<file path="src/rtl/fp_mul_arbiter.sv">
// fp_mul_arbiter
// Shares one sequential FP32 multiplier between NUM_REQ client engines.
// A round-robin grant picks a requester, its operands are latched and held
// steady for the multiplier, and the captured product (or a watchdog abort
// result) is handed back to that requester with a valid/ready handshake.
// Only one multiply is ever in flight.

module fp_mul_arbiter #(
    parameter int NUM_REQ = 4,
    parameter int TIMEOUT = 64
) (
    input  logic                  clk,
    input  logic                  rst,
    input  logic [NUM_REQ-1:0]    req_valid,
    input  logic [32*NUM_REQ-1:0] req_a,
    input  logic [32*NUM_REQ-1:0] req_b,
    output logic [NUM_REQ-1:0]    req_ready,
    output logic [NUM_REQ-1:0]    resp_valid,
    input  logic [NUM_REQ-1:0]    resp_ready,
    output logic [31:0]           resp_result,
    output logic                  resp_overflow,
    output logic                  resp_error,
    output logic                  mul_start,
    output logic [31:0]           mul_a,
    output logic [31:0]           mul_b,
    input  logic [31:0]           mul_result,
    input  logic                  mul_overflow,
    input  logic                  mul_done,
    output logic                  busy
);

    localparam int IDX_W = (NUM_REQ > 1) ? $clog2(NUM_REQ) : 1;
    localparam int TMR_W = $clog2(TIMEOUT + 1);

    localparam logic [1:0] ST_IDLE  = 2'd0;
    localparam logic [1:0] ST_ISSUE = 2'd1;
    localparam logic [1:0] ST_WAIT  = 2'd2;
    localparam logic [1:0] ST_RESP  = 2'd3;

    // Result returned to a requester whose multiply never completed (quiet NaN)
    localparam logic [31:0] ABORT_RESULT = 32'h7FC0_0000;

    logic [1:0]       state;
    logic [IDX_W-1:0] rr_ptr;
    logic [IDX_W-1:0] gnt;
    logic [TMR_W-1:0] timer;

    logic             grant_found;
    logic [IDX_W-1:0] grant_idx;
    int               cand;

    // Round-robin search: first valid requester at or after rr_ptr, wrapping
    always_comb begin
        grant_found = 1'b0;
        grant_idx   = rr_ptr;
        cand        = 0;
        for (int k = 0; k < NUM_REQ; k++) begin
            cand = int'(rr_ptr) + k;
            if (cand >= NUM_REQ) begin
                cand = cand - NUM_REQ;
            end
            if (!grant_found && req_valid[cand]) begin
                grant_found = 1'b1;
                grant_idx   = IDX_W'(cand);
            end
        end
    end

    // Accept pulse marks the exact cycle the operands are latched; suppressed in reset
    always_comb begin
        req_ready = '0;
        if (state == ST_IDLE && !rst && grant_found) begin
            req_ready[grant_idx] = 1'b1;
        end
    end

    // Response valid is owned by the granted requester only while in RESP
    always_comb begin
        resp_valid = '0;
        if (state == ST_RESP) begin
            resp_valid[gnt] = 1'b1;
        end
    end

    assign mul_start = (state == ST_ISSUE);

    // Main sequencer: grant, start, wait with watchdog, then hold the response
    always_ff @(posedge clk) begin
        if (rst) begin
            state         <= ST_IDLE;
            rr_ptr        <= '0;
            gnt           <= '0;
            timer         <= '0;
            mul_a         <= '0;
            mul_b         <= '0;
            resp_result   <= '0;
            resp_overflow <= 1'b0;
            resp_error    <= 1'b0;
            busy          <= 1'b0;
        end else begin
            case (state)
                ST_IDLE: begin
                    if (grant_found) begin
                        gnt   <= grant_idx;
                        mul_a <= req_a[grant_idx*32 +: 32];
                        mul_b <= req_b[grant_idx*32 +: 32];
                        state <= ST_ISSUE;
                        busy  <= 1'b1;
                    end
                end
                ST_ISSUE: begin
                    timer <= '0;
                    state <= ST_WAIT;
                end
                ST_WAIT: begin
                    if (mul_done) begin
                        resp_result   <= mul_result;
                        resp_overflow <= mul_overflow;
                        resp_error    <= 1'b0;
                        state         <= ST_RESP;
                    end else if (timer == TMR_W'(TIMEOUT - 1)) begin
                        resp_result   <= ABORT_RESULT;
                        resp_overflow <= 1'b0;
                        resp_error    <= 1'b1;
                        state         <= ST_RESP;
                    end else begin
                        timer <= timer + 1'b1;
                    end
                end
                ST_RESP: begin
                    if (resp_ready[gnt]) begin
                        state <= ST_IDLE;
                        busy  <= 1'b0;
                        if (gnt == IDX_W'(NUM_REQ - 1)) begin
                            rr_ptr <= '0;
                        end else begin
                            rr_ptr <= gnt + 1'b1;
                        end
                    end
                end
                default: begin
                    state <= ST_IDLE;
                    busy  <= 1'b0;
                end
            endcase
        end
    end

endmodule
</file>
<file path="config.mk">
export PLATFORM = sky130hd
export DESIGN_NAME = fp_mul_arbiter
export DESIGN_NICKNAME = d
export VERILOG_FILES = /design/src/rtl/fp_mul_arbiter.sv
export SDC_FILE = /design/constraint.sdc
export NUM_CORES = 1
export LEC_CHECK = 0
export BUFFER_PORTS_ARGS = -buffer_cell sky130_fd_sc_hd__buf_4
export CAP_MARGIN = 10
export CORE_AREA = 3 3 155 157
export CTS_BUF_LIST = sky130_fd_sc_hd__clkbuf_4 sky130_fd_sc_hd__clkbuf_8
export DETAILED_ROUTE_END_ITERATION = 8
export DIE_AREA = 0 0 158 160
export SLEW_MARGIN = 0
export SYNTH_ARGS = -nofsm -noshare
export SYNTH_HDL_FRONTEND = slang
export SYNTH_SLANG_ARGS = --single-unit
</file>
<file path="constraint.sdc">
create_clock -name clk -period 2.45 [get_ports clk]
set_input_delay 0.6125 -clock clk [delete_from_list [all_inputs] [get_ports clk]]
set_output_delay 0.6125 -clock clk [all_outputs]
set_load 0.005 [all_outputs]
</file>
==> flow_metrics.env <==
export IMPL_outcome="finished, final reports clean"
export IMPL_hpwl_mm=25.14
export IMPL_syn_nets=1118
export IMPL_crit_required_ns=1.84
export IMPL_holdBufCountCts=0
export IMPL_fmax_mhz=415.0
export IMPL_timing_final_crit_period_ns=2.410
export IMPL_final_nets=1482
export IMPL_avgSynthCellArea_um2=8.898
export IMPL_clock_sink_count=112
export IMPL_clock_latency_ns=0.39
export IMPL_finalNonFillerCells=1465
export IMPL_area_delta_synth_final_pct=52.00
export IMPL_rsz0062_at_grt="yes"
export IMPL_start_util_pct=31.75
export IMPL_final_max_slew_viol_count=0
export IMPL_die_area_um2=25280
export IMPL_crit_arrival_ns=1.80
export IMPL_wl_per_cell_um=23.08
export IMPL_final_cell_mix="buf_4, nor2_1, dfxtp_1"
export IMPL_antenna_found_initial=5
export IMPL_fin_skew_ns=0.01346
export IMPL_core_rowCount=55
export IMPL_worstSetupPathType="in -> out"
export IMPL_peakVddDrop_mv=0.3458
export IMPL_grt_first_pass_wirelength_mm=49.56
export IMPL_via_per_inst=5.633
export IMPL_cts_buffers=9
export IMPL_grt_pass1_vias=8028
export IMPL_cp_slowest_cell="a2bb2oi_2"
export IMPL_hold_path_class="in -> reg"
export IMPL_setup_tns_ns=0
export IMPL_gp_congestion=0.9031
export IMPL_path_common_cell="buf_4"
export IMPL_finalCritPeriodShare_pct=98.36
export IMPL_slew_headroom_pct=41.39
export IMPL_final_cell_area_um2=10930
export IMPL_drt_antenna_violating_nets=0
export IMPL_route_detailed_drc=0
export IMPL_syn_instance_count=808
export IMPL_worstPathMaxFanout=12
export IMPL_drt_iter0_markers=558
export IMPL_yosys_warnings=0
export IMPL_drive_gt1_share_pct=47.24
export IMPL_first_pass_iters=5
export IMPL_max_stage_delay_ns=0.19
export IMPL_final_common_cell="buf_4"
export IMPL_cts_tree="yes"
export IMPL_cp_end_kind="output pin"
export IMPL_holdWs_ns=0.4483
export IMPL_dieWidth_um=158
export IMPL_synthDistinctLibCells=59
export IMPL_root_buffer="clkbuf_8"
export IMPL_setup_violations=0
export IMPL_ys_ff_latch=112
export IMPL_syn_area_um2=7189
export IMPL_routed_wl_mm=33.82
export IMPL_placed_area_um2=10690
export IMPL_tightest_slew_ns=0.8773
export IMPL_crit_path_start_kind="input port"
export IMPL_cap_violations=0
export IMPL_clk_path_buf_depth=2
export IMPL_grt_max_degree=113
export IMPL_grtUsageTotal_pct=25.21
export IMPL_die_y_um=160
export IMPL_synth_edf_count=0
export IMPL_synth_seq_area_share_pct=31.19
export IMPL_pin_count=408
export IMPL_gr_total_overflow=0
export IMPL_num_vias=8252
export IMPL_hold_viol_final=0
export IMPL_p_leak_nw=4.594
export IMPL_power_density_nw_per_um2=751.6
export IMPL_async_flop_share_pct=0
export IMPL_p_total_mw=8.213
export IMPL_synth_ff_type="dfxtp_1"
export IMPL_path_cells="buf_4 > buf_4 > a2bb2oi_2 > a2bb2oi_2 > o31ai_4 > nor3b_1 > buf_4 > buf_4"
export IMPL_io_buffer_count=407
export IMPL_place_inst=1445
export IMPL_path_clk_slew_ns=0.12
export IMPL_core_area_um2=22640
export IMPL_cts_htree_levels=3
per-layer routing:
layer  part of all wire, %  vias up  global-route usage (%)
li1                      -     3878                       -
met1                    39     3912                   30.46
met2                    48      399                   42.05
met3                    10       59                   7.967
met4                   3.3        4                   8.838
met5                 0.071        -                       0
stage by stage:
step                setup slack [ns]  utilization (%)
finish                       0.04026            48.27
global route                -0.03480            48.27
CTS                         0.003593            48.11
detailed placement         -0.005690            47.22
global placement          -0.0007502            47.22
floorplan                    0.09948                -
power by group:
| group | total, mW | switching (mW) | internal [mW] |
|---|---|---|---|
| combinational | 4.39 | 2.25 | 2.15 |
| clock | 1.13 | 0.726 | 0.400 |
| sequential | 2.69 | 0.322 | 2.37 |
| total | 8.21 | 3.29 | 4.92 |
logic make-up (layout without fill, tap and decap cells):
logic type / after synthesis / in the layout / share of synthesized area (%)
other: 0 / 3 / 0
buffers and inverters: 112 / 481 / 8.284
flip-flops: 112 / 112 / 31.19
adder cells (fa/ha/maj): 10 / 10 / 1.740
multiplexers: 3 / 3 / 0.5917
AND/OR/NAND/NOR: 248 / 248 / 19.16
AO/OA/AOI/OAI: 323 / 323 / 39.04
cell type report:
cell class,instances,area (um2)
clock buffer,10,131.4
clock inverter,6,50.05
timing repair buffer,457,3660
inverter,8,30.03
tap,285,356.6
fill,2233,11710
antenna,3,7.507
multi-input combinational,584,4443
sequential,112,2250
flip-flops by register name, summed over array words and instances (netlist names):
signal and flops:
resp_overflow 1, timer 7, resp_result 32, busy 1
resp_error 1, mul_b 32, mul_a 32, rr_ptr 2
gnt 2, state 2
critical path: cells and delay by family:
kind	cells	cell delay, ns
buf+inv	4	0.59
compound gates	3	0.45
simple gates	1	0.14
repair_timing:
item,CTS,global route
setup endpoints to repair,4,13
pin swaps,0,2
gates resized for setup,5,7
setup buffers,1,0
cells in the mapped netlist, types with 3 or more instances:
cell | number | area, um2
a211oi_1 | 41 | 307.8
buf_4 | 15 | 112.6
a211oi_2 | 25 | 312.8
a22oi_1 | 25 | 187.7
nand2_1 | 15 | 56.30
a221oi_2 | 32 | 480.5
clkbuf_1 | 38 | 142.6
ha_1 | 10 | 125.1
o31a_1 | 59 | 516.8
nand2b_1 | 5 | 31.28
a21oi_1 | 9 | 45.04
inv_1 | 8 | 30.03
nor3b_1 | 5 | 37.54
nand4_1 | 8 | 50.05
a221oi_1 | 33 | 289.0
nor3_1 | 12 | 60.06
o21ai_0 | 21 | 105.1
o21ai_1 | 45 | 225.2
nand3_1 | 4 | 20.02
and4_1 | 59 | 516.8
a2bb2oi_2 | 3 | 45.04
and2_1 | 5 | 31.28
buf_2 | 41 | 205.2
nor2_1 | 117 | 439.2
dfxtp_1 | 112 | 2242
nor2b_1 | 6 | 37.54
o31ai_1 | 6 | 45.04
buf_6 | 9 | 101.4
a21o_1 | 5 | 37.54
path summary, 6_finish.rpt:
check	from	end	slack, ns	cells after the start
max	req_valid[1]	req_ready[0]	0.04	8
min	mul_result[31]	resp_result[31]$_SDFFE_PP0P_	0.45	3
max reg2reg	timer[0]$_SDFFE_PP0P_	resp_result[1]$_SDFFE_PP0P_	0.39	7
min reg2reg	timer[6]$_SDFFE_PP0P_	timer[6]$_SDFFE_PP0P_	0.47	2
Note: power is estimated with default switching activity, not from simulation.
